--- config.mk ---
export PLATFORM = sky130hd
export DESIGN_NAME = operand_fetch_flat
export DESIGN_NICKNAME = d
export VERILOG_FILES = /design/src/rtl/operand_fetch_if.sv /design/src/rtl/operand_fetch.sv /design/src/flat_wrapper.sv
export SDC_FILE = /design/constraint.sdc
export NUM_CORES = 1
export LEC_CHECK = 0
export ABC_AREA = 1
export BUFFER_PORTS_ARGS = -buffer_cell sky130_fd_sc_hd__buf_2
export CORE_MARGIN = 2
export CORE_UTILIZATION = 55
export DETAILED_ROUTE_END_ITERATION = 16
export PLACE_DENSITY = 0.86
export SYNTH_ARGS = -nofsm -noshare
export SYNTH_HDL_FRONTEND = slang
export SYNTH_SLANG_ARGS = --single-unit
--- constraint.sdc ---
create_clock -name Clk -period 2.3 [get_ports Clk]
set_input_delay 0.23 -clock Clk [delete_from_list [all_inputs] [get_ports Clk]]
set_output_delay 0.23 -clock Clk [all_outputs]
set_load 0.01 [all_outputs]
--- src/rtl/operand_fetch_if.sv ---
// Handshake, operand-bundle and writeback signals between decode, operand fetch and the ALU stage.
// The master modport is the environment side; the slave modport is the operand_fetch block.
interface operand_fetch_if #(
   parameter int W   = 8,
   parameter int OPW = 3
);
   logic           InValid;
   logic           InReady;
   logic [OPW-1:0] InOp;
   logic [2:0]     InRa;
   logic [2:0]     InRb;
   logic [2:0]     InRd;
   logic           InImmSel;
   logic [W-1:0]   InImm;

   logic           WbEn;
   logic [2:0]     WbAddr;
   logic [W-1:0]   WbData;

   logic           OutValid;
   logic           OutReady;
   logic [W-1:0]   InputA;
   logic [W-1:0]   InputB;
   logic [OPW-1:0] OP;
   logic [2:0]     OutRd;

   modport master (
      output InValid, InOp, InRa, InRb, InRd, InImmSel, InImm,
      output WbEn, WbAddr, WbData,
      output OutReady,
      input  InReady, OutValid, InputA, InputB, OP, OutRd
   );

   modport slave (
      input  InValid, InOp, InRa, InRb, InRd, InImmSel, InImm,
      input  WbEn, WbAddr, WbData,
      input  OutReady,
      output InReady, OutValid, InputA, InputB, OP, OutRd
   );
endinterface

--- src/rtl/operand_fetch.sv ---
// Operand fetch stage: 8-entry register file with same-cycle writeback bypass, feeding a
// one-deep registered operand bundle to the ALU through a valid/ready handshake.
module operand_fetch #(
   parameter int W   = 8,
   parameter int OPW = 3
) (
   input logic              Clk,
   input logic              Reset_n,
   operand_fetch_if.slave   bus
);

   logic [W-1:0]   regfile [8];
   logic [W-1:0]   rda;
   logic [W-1:0]   rdb;
   logic [W-1:0]   opb;
   logic           accept;

   logic           outvalid;
   logic [W-1:0]   inputa;
   logic [W-1:0]   inputb;
   logic [OPW-1:0] op;
   logic [2:0]     outrd;

   // A writeback landing this cycle is visible to the instruction being accepted this cycle.
   always_comb begin
      rda = regfile[bus.InRa];
      rdb = regfile[bus.InRb];
      if (bus.WbEn && (bus.WbAddr == bus.InRa)) begin
         rda = bus.WbData;
      end
      if (bus.WbEn && (bus.WbAddr == bus.InRb)) begin
         rdb = bus.WbData;
      end
      opb = bus.InImmSel ? bus.InImm : rdb;
   end

   assign bus.InReady = !outvalid || bus.OutReady;
   assign accept      = bus.InValid && bus.InReady;

   always_ff @(posedge Clk or negedge Reset_n) begin
      if (!Reset_n) begin
         for (int i = 0; i < 8; i++) begin
            regfile[i] <= '0;
         end
      end else if (bus.WbEn) begin
         regfile[bus.WbAddr] <= bus.WbData;
      end
   end

   // Operands are captured at accept, so later writebacks never disturb a stalled bundle.
   always_ff @(posedge Clk or negedge Reset_n) begin
      if (!Reset_n) begin
         outvalid <= 1'b0;
         inputa   <= '0;
         inputb   <= '0;
         op       <= '0;
         outrd    <= '0;
      end else if (accept) begin
         outvalid <= 1'b1;
         inputa   <= rda;
         inputb   <= opb;
         op       <= bus.InOp;
         outrd    <= bus.InRd;
      end else if (bus.OutReady) begin
         outvalid <= 1'b0;
      end
   end

   assign bus.OutValid = outvalid;
   assign bus.InputA   = inputa;
   assign bus.InputB   = inputb;
   assign bus.OP       = op;
   assign bus.OutRd    = outrd;

endmodule

--- src/flat_wrapper.sv ---
// flat-port wrapper written by rule: the top's interface ports become plain ports
module operand_fetch_flat 
#(
   parameter int W   = 8,
   parameter int OPW = 3
)
  (Clk, Reset_n, bus_InValid, bus_InOp, bus_InRa, bus_InRb, bus_InRd, bus_InImmSel, bus_InImm, bus_WbEn, bus_WbAddr, bus_WbData, bus_OutReady, bus_InReady, bus_OutValid, bus_InputA, bus_InputB, bus_OP, bus_OutRd);
  operand_fetch_if #(.W(W), .OPW(OPW)) bus_i ();
  input logic Clk;
  input logic Reset_n;
  input wire logic [$bits(bus_i.InValid)-1:0] bus_InValid;
  input wire logic [$bits(bus_i.InOp)-1:0] bus_InOp;
  input wire logic [$bits(bus_i.InRa)-1:0] bus_InRa;
  input wire logic [$bits(bus_i.InRb)-1:0] bus_InRb;
  input wire logic [$bits(bus_i.InRd)-1:0] bus_InRd;
  input wire logic [$bits(bus_i.InImmSel)-1:0] bus_InImmSel;
  input wire logic [$bits(bus_i.InImm)-1:0] bus_InImm;
  input wire logic [$bits(bus_i.WbEn)-1:0] bus_WbEn;
  input wire logic [$bits(bus_i.WbAddr)-1:0] bus_WbAddr;
  input wire logic [$bits(bus_i.WbData)-1:0] bus_WbData;
  input wire logic [$bits(bus_i.OutReady)-1:0] bus_OutReady;
  output wire logic [$bits(bus_i.InReady)-1:0] bus_InReady;
  output wire logic [$bits(bus_i.OutValid)-1:0] bus_OutValid;
  output wire logic [$bits(bus_i.InputA)-1:0] bus_InputA;
  output wire logic [$bits(bus_i.InputB)-1:0] bus_InputB;
  output wire logic [$bits(bus_i.OP)-1:0] bus_OP;
  output wire logic [$bits(bus_i.OutRd)-1:0] bus_OutRd;
  assign bus_i.InValid = bus_InValid;
  assign bus_i.InOp = bus_InOp;
  assign bus_i.InRa = bus_InRa;
  assign bus_i.InRb = bus_InRb;
  assign bus_i.InRd = bus_InRd;
  assign bus_i.InImmSel = bus_InImmSel;
  assign bus_i.InImm = bus_InImm;
  assign bus_i.WbEn = bus_WbEn;
  assign bus_i.WbAddr = bus_WbAddr;
  assign bus_i.WbData = bus_WbData;
  assign bus_i.OutReady = bus_OutReady;
  assign bus_InReady = bus_i.InReady;
  assign bus_OutValid = bus_i.OutValid;
  assign bus_InputA = bus_i.InputA;
  assign bus_InputB = bus_i.InputB;
  assign bus_OP = bus_i.OP;
  assign bus_OutRd = bus_i.OutRd;
  operand_fetch #(.W(W), .OPW(OPW)) u_core (.Clk(Clk), .Reset_n(Reset_n), .bus(bus_i));
endmodule
### Word level (Yosys, flattened, before mapping)

Index checks and enable logic that the tools add are counted.

* bits in registers: 87
* input port bits: 37
* output and inout port bits: 24

* $lt $le $gt $ge: 4
* bitwise operators: 3
* reduce and logical (&&, ||, !) cells: 7
* multiplexer cells: 14
* equal/unequal tests: 2

Operators with widths (count)
* 64-bit bitwise mux: 1
* 8-bit two-way mux: 8
* 8-bit binary-select mux with 3-bit select: 2
* 8-bit demux with 3-bit select: 1
* 4-bit >= comparator (second input constant): 3
* 3-bit inverter with 4-bit output: 3
* 3-bit equality test: 2
* 1-bit logical AND: 4
* 4-bit by 1-bit less-than comparator with 1-bit output (second input constant): 1
* 1-bit two-way mux: 2
* 2-bit nonzero test: 1
* 1-bit logical NOT: 1
* 1-bit logical OR: 1

### Logic depth before layout (Yosys ltp)

* depth after elaboration: 6
* depth in mapped cells: 11
* mapped depth without buffers: 10

### Least setup slack after synthesis

No wires, ideal clock.

* kind: register to register
* from: register u_core.outvalid (netlist: u_core.bus.OutValid)
* to: register u_core.inputa[6] (netlist: u_core.bus.InputA[6])
* required time: 2224 ps
* data arrival time: 1132 ps
* cell stages (with the launch flop): 7
* slack: 1092 ps
* setup time: 76 ps
* cell sequence: dfrtp_1 nand2_1 nand2_1 inv_1 buf_2 o21ai_0 o21ai_1

* word-level cells in the longest chain between the ends: 3

Ends and longest elaborated chain
* from (decl): RTL line operand_fetch.sv:18 `logic outvalid;`
* from (signal assigned): RTL line operand_fetch.sv:53 `outvalid <= 1'b0;`
* from (signal assigned): RTL line operand_fetch.sv:59 `outvalid <= 1'b1;`
* from (signal assigned): RTL line operand_fetch.sv:65 `outvalid <= 1'b0;`
* 1-bit logical NOT: RTL line operand_fetch.sv:37 `assign bus.InReady = !outvalid || bus.OutReady;`
* 1-bit logical OR: RTL line operand_fetch.sv:37
* named net bus_InReady: RTL line flat_wrapper.sv:22 `output wire logic [$bits(bus_i.InReady)-1:0] bus_InReady;`
* 1-bit logical AND: RTL line operand_fetch.sv:38 `assign accept = bus.InValid && bus.InReady;`
* to (signal assigned): RTL line operand_fetch.sv:60 `inputa <= rda;`
* to (decl): RTL line operand_fetch.sv:19 `logic [W-1:0] inputa;`

The timed path passes the listed nets, and every way through them passes these cells.
A chain may end at the register's enable or synchronous reset.

### Final worst setup path

* from: register u_core.outvalid (netlist: u_core.bus.OutValid)
* to: register u_core.inputa[6] (netlist: u_core.bus.InputA[6])

* word-level cells in the longest chain between the ends: 3

Ends and longest elaborated chain (RTL line)
* 1-bit logical NOT: operand_fetch.sv:37
* 1-bit logical OR: operand_fetch.sv:37
* 1-bit logical AND: operand_fetch.sv:38

No other way between the ends.

==> out/results.ini <==
[grt]
grt_pass1_wl_um=22300
grt_max_degree=47
grt_usage=0.290
grt_pass1_vias=4541
grt_overflow_total=0
antenna_found_initial=0

[cells_and_area]
diodes=0
nets=815
drive_above_1_share=0.129
syn2layout_area_growth_pct=10.4

[synthesis]
synth_xor_area_frac=0
synth_edf_count=0
synth_area_leaders=dfrtp_1 44%, nand2_1 23%, nand3_1 11%
yosysMostFrequentCell=nand2_1
yosysSeqAreaShare=0.439
synth_fa_ha_area_frac=0
synthMuxAreaShare=0
synth_compound_area_frac=0.0756
synth_ff_type=dfrtp_1
yosys.area_share.simple=0.382
netlist_area_mm2=0.00496
synth_top_family_by_area=simple AND/OR/NAND/NOR gates
yosysUniqueCellTypes=19
async_reset_ff_frac=1.00
synth_fp_nets=771
avgSynthCellArea_um2=6.76
yosysWarnings=0
ys_top_cells_by_count=306 x nand2_1, 111 x nand3_1, 87 x dfrtp_1
ys_ff_latch=87
synthCells=734
yosysTopAreaCell=dfrtp_1
synth_top_area_frac=0.439

[clocking]
clkSlewWorstSetupHoldPaths_ps=90
ctsHtreeMaxLevel=3
clockBufferDepth=2
cts-resized-gates=0
clkLatencyLatePin_ps=370
tritoncts=done
clkSinkCount=87
root_buffer=clkbuf_8
cts_buffers=9

[die]
die_y_um=99.0
core_mm2=0.00872
die_w_um=99.0
start_util=0.569
io_pins=61
die-area_mm2=0.00980
rows=34

[power_and_ir_drop]
p_per_area_mw_per_mm2=753
ir_drop_mv=0.356
power_leakage_nw=3.01

[sta]
grt_setup_unrepaired=false
skew_ps=11.1
slew_viol_final=0
fmax_ghz=0.790
worst_slew_pin_slew_ps=694
timing.hold.ws_ps=47.9
final.period_utilization=0.551
hold_viol_final=0
finalSetupTns_ps=0
relSlewSlack=0.536
setup-violations-final=0
period_needed_ps=1270

[routing]
dr.first_iter.drc_count=517
viasPerCell=5.60
first_pass_iters=6
drc=0
vias=4994
wirelength_um=13900
wl_per_cell_um=15.6
drtAntennaViolNets=0

[job]
drv_cap=0

[critical_path]
path_class=reg2reg
crit_arrival_ps=1560
cp-start-kind=flip-flop
crit_path_max_fanout=14
crit_required_ps=2590
crit_path_end_kind=flip-flop

[placed_design]
io_buffers=60
place_hpwl_um=9690
gp_congestion=0.963

[worst_hold_path]
hp-class=in2reg

[outcome]
status=finished clean

[repair_timing]
item / 4_1_cts / 5_1_grt
hold buffers: 1 / 0
buffers inserted: 0 / 0
endpoints found under the hold margin: 41 / 0
[worst max-delay path: stages (launching register included)]
cell     delay (ps)
dfrtp_1         380
nand2_1         100
nand2_1          70
inv_1           320
o21ai_0         160
o21ai_1         160
[power by group]
group          switching (mW)  internal (mW)  leakage, nW
clock                   0.563          0.530       0.0916
sequential              0.190           1.81         1.08
combinational           0.664          0.369         1.83
[metal layers]
layer / up-vias / GRT usage / share of wire
met5: - / 0 / 0
met4: 0 / 0.134 / 0.039
met3: 69 / 0.0681 / 0.12
met2: 343 / 0.423 / 0.42
met1: 2206 / 0.411 / 0.42
li1: 2376 / - / -
[state kept, by name, indices dropped and copies added, names as in the netlist]
register             flops
u_core.regfile          64
u_core.bus.OP            3
u_core.bus.InputB        8
u_core.bus.OutValid      1
u_core.bus.InputA        8
u_core.bus.OutRd         3
[cell usage in the layout, fill, tap and decap left out]
cell / count
inv_1: 74
inv_2: 8
nor2_1: 27
buf_12: 1
o21ai_0: 70
o21ai_1: 5
inv_4: 2
nand2_1: 306
clkbuf_1: 1
dfrtp_1: 87
dlygate4sd3_1: 1
clkbuf_8: 10
nand3_1: 111
clkinvlp_4: 3
nand2_2: 5
nor3_4: 1
nor2_8: 1
nor2_4: 1
nand2_4: 1
buf_4: 7
bufinv_16: 1
clkinv_2: 1
buf_2: 59
[final timing paths]
path	start	to	slack, ps	cells after the start
worst max-delay path	u_core.bus.OutValid$_DFFE_PN0P_	u_core.bus.InputA[6]$_DFFE_PN0P_	1030	5
worst min-delay path	bus_InOp[2]	u_core.bus.OP[2]$_DFFE_PN0P_	50	3
worst max register to register	u_core.bus.OutValid$_DFFE_PN0P_	u_core.bus.InputA[6]$_DFFE_PN0P_	1030	5
worst min register to register	u_core.bus.InputB[3]$_DFFE_PN0P_	u_core.bus.InputB[3]$_DFFE_PN0P_	480	2
max in group asynchronous	Reset_n	u_core.regfile[11]$_DFFE_PN0P_	1300	3
min in group asynchronous	Reset_n	u_core.bus.InputA[0]$_DFFE_PN0P_	360	2
[through the flow]
step	std cells	utilization	power, mW	instance area, um^2	setup WS (ps)
after global placement	874	0.604	2.99	5270	792
after floorplan	734	-	2.68	4960	1090
after CTS	891	0.628	4.12	5480	1030
final	891	0.628	4.13	5480	1030
after detailed placement	874	0.604	3.03	5270	743
after global routing	891	0.628	4.39	5480	878
[cell type report]
cell class | count | area (um^2)
Fill cell | 782 | 3240
Multi-Input combinational cell | 528 | 2270
Sequential cell | 87 | 2180
Timing Repair Buffer | 68 | 378
Inverter | 84 | 320
Clock buffer | 11 | 141
Tap cell | 108 | 135
Clock inverter | 5 | 57.6
[logic make-up after synthesis]
logic type | count (synthesis)
compound gates | 75
buf+inv | 119
flops | 87
simple gates | 453
No activity file was read; power rests on OpenSTA's default activity.
